## config.mk

```make
export PLATFORM = sky130hd
export DESIGN_NAME = or_rtl
export DESIGN_NICKNAME = d
export VERILOG_FILES = /design/src/rtl/or_rtl_pkg.sv /design/src/rtl/or_sat_counter.sv /design/src/rtl/or_rtl.sv
export SDC_FILE = /design/constraint.sdc
export NUM_CORES = 1
export LEC_CHECK = 0
export CAP_MARGIN = 20
export CORE_AREA = 2 2 39 41
export DETAILED_ROUTE_END_ITERATION = 12
export DIE_AREA = 0 0 41 43
export PLACE_DENSITY = 0.71
export SKIP_CTS_REPAIR_TIMING = 1
export SYNTH_ARGS = -nofsm -noshare
export SYNTH_HDL_FRONTEND = slang
export SYNTH_SLANG_ARGS = --single-unit
```

## constraint.sdc

```tcl
create_clock -name clk -period 3.73 [get_ports clk]
set_input_delay 0.746 -clock clk [delete_from_list [all_inputs] [get_ports clk]]
set_output_delay 0.746 -clock clk [all_outputs]
set_load 0.01 [all_outputs]
```

## src/rtl/or_rtl_pkg.sv

```systemverilog
// ----------------------------------------------------------------------------
// or_rtl_pkg
// Shared constants and helpers for the or_rtl block.
//   CNT_W_DEFAULT : default width of the high-cycle counter
//   CNT_W_MAX     : widest counter the block supports
//   sat_value(w)  : all-ones value of a w-bit counter (its saturation point),
//                   returned in a CNT_W_MAX-bit container
// ----------------------------------------------------------------------------
package or_rtl_pkg;

  localparam int CNT_W_DEFAULT = 8;
  localparam int CNT_W_MIN     = 2;
  localparam int CNT_W_MAX     = 32;

  // Built bit by bit so that w == 32 needs no special case for an
  // overflowing shift.
  function automatic logic [CNT_W_MAX-1:0] sat_value(input int w);
    logic [CNT_W_MAX-1:0] v;
    v = '0;
    for (int i = 0; i < CNT_W_MAX; i++) begin
      if (i < w) v[i] = 1'b1;
    end
    return v;
  endfunction

endpackage

```

## src/rtl/or_sat_counter.sv

```systemverilog
// ----------------------------------------------------------------------------
// or_sat_counter
// Saturating up-counter. Counts edges that sample inc==1 and stops at the
// all-ones value instead of wrapping.
// Ports:
//   clk : clock, rising edge
//   rst : synchronous active-high reset (highest priority)
//   clr : synchronous active-high clear (beats inc on the same edge)
//   inc : count enable
//   cnt : current count, W bits
// ----------------------------------------------------------------------------
module or_sat_counter
  import or_rtl_pkg::*;
#(
  parameter int W = CNT_W_DEFAULT
) (
  input  logic         clk,
  input  logic         rst,
  input  logic         clr,
  input  logic         inc,
  output logic [W-1:0] cnt
);

  localparam logic [W-1:0] SAT = W'(sat_value(W));

  always_ff @(posedge clk) begin
    if (rst) begin
      cnt <= '0;
    end else if (clr) begin
      cnt <= '0;
    end else if (inc && (cnt != SAT)) begin
      cnt <= cnt + W'(1);
    end
  end

endmodule

```

## src/rtl/or_rtl.sv

```systemverilog
// ----------------------------------------------------------------------------
// or_rtl
// Two-input OR with registered observation logic around it.
// Ports:
//   clk      : clock, rising edge
//   rst      : synchronous active-high reset of all registered outputs
//   a, b     : OR operands
//   clr      : synchronous active-high clear of sticky and high_cnt only
//   o        : a | b, purely combinational (works with no clock/reset)
//   o_q      : o delayed by one clock
//   o_rise   : one-cycle pulse after an edge that saw o=1 while o_q=0
//   o_fall   : one-cycle pulse after an edge that saw o=0 while o_q=1
//   sticky   : set once o has been sampled high since the last rst/clr
//              (tied low when STICKY_EN == 0)
//   high_cnt : saturating count of edges that sampled o=1
// ----------------------------------------------------------------------------
module or_rtl
  import or_rtl_pkg::*;
#(
  parameter int CNT_W     = CNT_W_DEFAULT,
  parameter int STICKY_EN = 1
) (
  input  logic             clk,
  input  logic             rst,
  input  logic             a,
  input  logic             b,
  input  logic             clr,
  output logic             o,
  output logic             o_q,
  output logic             o_rise,
  output logic             o_fall,
  output logic             sticky,
  output logic [CNT_W-1:0] high_cnt
);

  // The OR itself: no state, no gating, X/Z propagate naturally.
  assign o = a | b;

  // Edge detection compares the new sample against o_q before it updates,
  // so right after reset o_q=0 and a high o immediately yields o_rise.
  // clr deliberately has no effect here.
  always_ff @(posedge clk) begin
    if (rst) begin
      o_q    <= 1'b0;
      o_rise <= 1'b0;
      o_fall <= 1'b0;
    end else begin
      o_q    <= o;
      o_rise <= o & ~o_q;
      o_fall <= ~o & o_q;
    end
  end

  generate
    if (STICKY_EN != 0) begin : g_sticky
      logic sticky_q;

      always_ff @(posedge clk) begin
        if (rst) begin
          sticky_q <= 1'b0;
        end else if (clr) begin
          sticky_q <= 1'b0;
        end else if (o) begin
          sticky_q <= 1'b1;
        end
      end

      assign sticky = sticky_q;
    end else begin : g_no_sticky
      assign sticky = 1'b0;
    end
  endgenerate

  or_sat_counter #(
    .W (CNT_W)
  ) u_cnt (
    .clk (clk),
    .rst (rst),
    .clr (clr),
    .inc (o),
    .cnt (high_cnt)
  );

endmodule

```

==> impl_metrics.json, run 1 <==
{
  "final_cell_mix": "clkdlybuf4s50_1, nor2_1, dfxtp_1",
  "clkTransAtPathRegs_ns": 0.07,
  "dieWidth_um": 41,
  "cts_root_buffer": "clkbuf_4",
  "grt_overflow": 0,
  "critPathRequiredTime_ns": 2.98,
  "peakVddDrop_uv": 200,
  "areaGrowthSynthToFinish_pct": 41.2,
  "cp.buffers_inverters": 3,
  "max_freq_ghz": 0.363,
  "yosys_warnings": 0,
  "final_cell_area_um2": 737,
  "grt_pass1_wl_mm": 1.57,
  "placementRows": 14,
  "ys_seq_area_frac": 0.460,
  "timing.slew.headroom": 0.740,
  "cap_violations": 0,
  "timing.setup.tns_ns": 0,
  "rsz0062_at_grt": "false",
  "clock_skew_ns": 0.000296,
  "cts_tree": "built",
  "die_h_um": 43,
  "critical_path.cell_chain": "clkdlybuf4s50_1, nor2_1, inv_1, clkdlybuf4s50_1",
  "syn_area_um2": 522,
  "numCtsBuffers": 3,
  "ys_types": 24,
  "fin_crit_ns": 2.76,
  "status": "complete, no violations",
  "endpoint_kind": "primary output",
  "start_util": 0.377,
  "worst_pin_slew_ns": 0.388,
  "cpMaxStageDelayCell": "clkdlybuf4s50_1",
  "top_level_ports": 18,
  "hold_viol": 0,
  "drv_slew": 0,
  "gp_congestion": 0.733,
  "placement.io_buffers": 17,
  "clock_path_buffers": 2,
  "synth-seq-cells": 12,
  "drive_gt1_frac": 0.104,
  "crit_top_cell": "clkdlybuf4s50_1",
  "worstPathArrival_ns": 2.01,
  "clock_sinks": 12,
  "dpl.hpwl_um": 793,
  "detail-route-antenna-nets": 0,
  "syn-num-nets": 63,
  "cts.htree.levels": 1,
  "cp_top_family": "buffers and inverters",
  "timing.final.crit_share": 0.739,
  "p_leak_uw": 0.000256,
  "drt_iter0_drc": 5,
  "worstSetupPathType": "in -> out",
  "nets": 84,
  "grt.total_usage": 0.135,
  "placed_area_um2": 701,
  "final_common_cell": "clkdlybuf4s50_1",
  "critPathMaxFanout": 5,
  "wl_mm": 1.05,
  "synth_cells": 57,
  "via_per_inst": 5.12,
  "max_stage_delay_ns": 0.56,
  "powerDensity_mw_per_mm2": 349,
  "syn_avg_cell_area_um2": 9.15,
  "wl_per_cell_um": 11.3,
  "core_area_mm2": 0.00138,
  "drt_pass1_iterations": 5,
  "antenna_found_initial": 0,
  "diodes": 0,
  "num_vias": 476,
  "crit_path_start_kind": "primary input",
  "grt_max_degree": 9,
  "hp-class": "reg -> reg",
  "setup_viol": 0,
  "insertion_delay_ns": 0.27,
  "drc": 0,
  "grt_pass1_vias": 369,
  "die-area_mm2": 0.00176
}
cell type report:
type / count / area [µm²]
clock buffer: 4 / 36.3
fill: 126 / 647
inverter: 2 / 7.51
multi-input combinational: 42 / 263
sequential: 12 / 240
tap: 16 / 20.0
timing repair buffer: 17 / 170
final timing paths:
path                startpoint           end  slack, ns  cells past startpoint
hold reg to reg            o_q        o_rise       0.44                      1
hold / removal             o_q        o_rise       0.44                      1
setup / recovery             b             o       0.97                      4
setup reg to reg  u_cnt.cnt[0]  u_cnt.cnt[0]       2.32                      5
synthesized netlist by cell type:
| library cell | n | area share |
|---|---|---|
| dfxtp_1 | 12 | 0.46 |
| nor2_1 | 12 | 0.086 |
| a21oi_1 | 3 | 0.029 |
| nand3_1 | 3 | 0.029 |
| nor3_1 | 3 | 0.029 |
| a211oi_1 | 2 | 0.029 |
| inv_1 | 2 | 0.014 |
| nand2_1 | 2 | 0.014 |
| o21ai_0 | 2 | 0.019 |
| xnor2_1 | 2 | 0.034 |
| a211oi_2 | 1 | 0.024 |
| a21boi_0 | 1 | 0.014 |
| and4_1 | 1 | 0.017 |
| buf_6 | 1 | 0.022 |
| ha_1 | 1 | 0.024 |
| nand4_2 | 1 | 0.024 |
| nor3b_1 | 1 | 0.014 |
| o2111ai_1 | 1 | 0.017 |
| o211ai_1 | 1 | 0.014 |
| o21ai_1 | 1 | 0.0096 |
| o21bai_4 | 1 | 0.036 |
| or2_2 | 1 | 0.012 |
| or3_1 | 1 | 0.012 |
| xor2_1 | 1 | 0.017 |
cells by family (layout without fill, tap and decap cells):
group	Yosys count	in the layout	synth area share
compound gates	13	13	0.192
xor+xnor	3	3	0.0504
fa+ha+maj	1	1	0.0240
buf+inv	3	23	0.0360
flops	12	12	0.460
simple gates	25	25	0.237
power by group:
part / total, µW / switching (µW) / internal [µW]
sequential: 134 / 2.18 / 131
combinational: 22.5 / 9.70 / 12.8
clock: 101 / 42.0 / 59.3
state kept, by name, summed over array words and instances, names as in the netlist:
name	flops
u_cnt.cnt	8
o_rise	1
sticky	1
o_fall	1
o_q	1
stage by stage:
step | instances | hold WS [ns] | worst slack (ns) | total power, µW | utilization
floorplan | 57 | 0.479 | 1.97 | 146 | -
global placement | 89 | 0.439 | 0.995 | 159 | 0.506
detailed placement | 89 | 0.432 | 0.969 | 159 | 0.506
CTS | 93 | 0.443 | 0.969 | 262 | 0.533
global route | 93 | 0.489 | 0.936 | 271 | 0.533
finish | 93 | 0.442 | 0.972 | 257 | 0.533
routing by layer:
metal	vias to the layer above	track usage	part of all wire
met5	-	0	0
met4	0	0.0600	0
met3	0	0.0628	0.037
met2	13	0.188	0.48
met1	218	0.171	0.48
li1	245	-	-
No activity file was read; power rests on OpenSTA's default activity.
==> inputs of run 2 (changes only) <==
==> constraint.sdc (replaced) <==
create_clock -name clk -period 2.7 [get_ports clk]
set_input_delay 0.54 -clock clk [delete_from_list [all_inputs] [get_ports clk]]
set_output_delay 0.54 -clock clk [all_outputs]
set_load 0.01 [all_outputs]
==> results of run 2 <==
The final DEF is identical to that of run 1. Status: complete, no violations.
Among the figures that moved: setup slack after placement 0.969 ns -> 0.351 ns; setup slack after layout 0.972 ns -> 0.354 ns; register-to-register setup slack 2.32 ns -> 1.29 ns; total power 257 µW -> 355 µW; worst IR drop on VDD 200 µV -> 276 µV
==> inputs of run 3 (changes only) <==
--- a/config.mk
+++ b/config.mk
@@ -11,6 +11,7 @@
 export DIE_AREA = 0 0 41 43
 export PLACE_DENSITY = 0.71
 export SKIP_CTS_REPAIR_TIMING = 1
+export SKIP_LAST_GASP = 1
 export SYNTH_ARGS = -nofsm -noshare
 export SYNTH_HDL_FRONTEND = slang
 export SYNTH_SLANG_ARGS = --single-unit
==> results of run 3 <==
The final DEF is identical to that of run 1. Status: complete, no violations.
Among the figures that moved: setup slack after placement 0.969 ns -> 0.351 ns; setup slack after layout 0.972 ns -> 0.354 ns; register-to-register setup slack 2.32 ns -> 1.29 ns; total power 257 µW -> 355 µW; worst IR drop on VDD 200 µV -> 276 µV
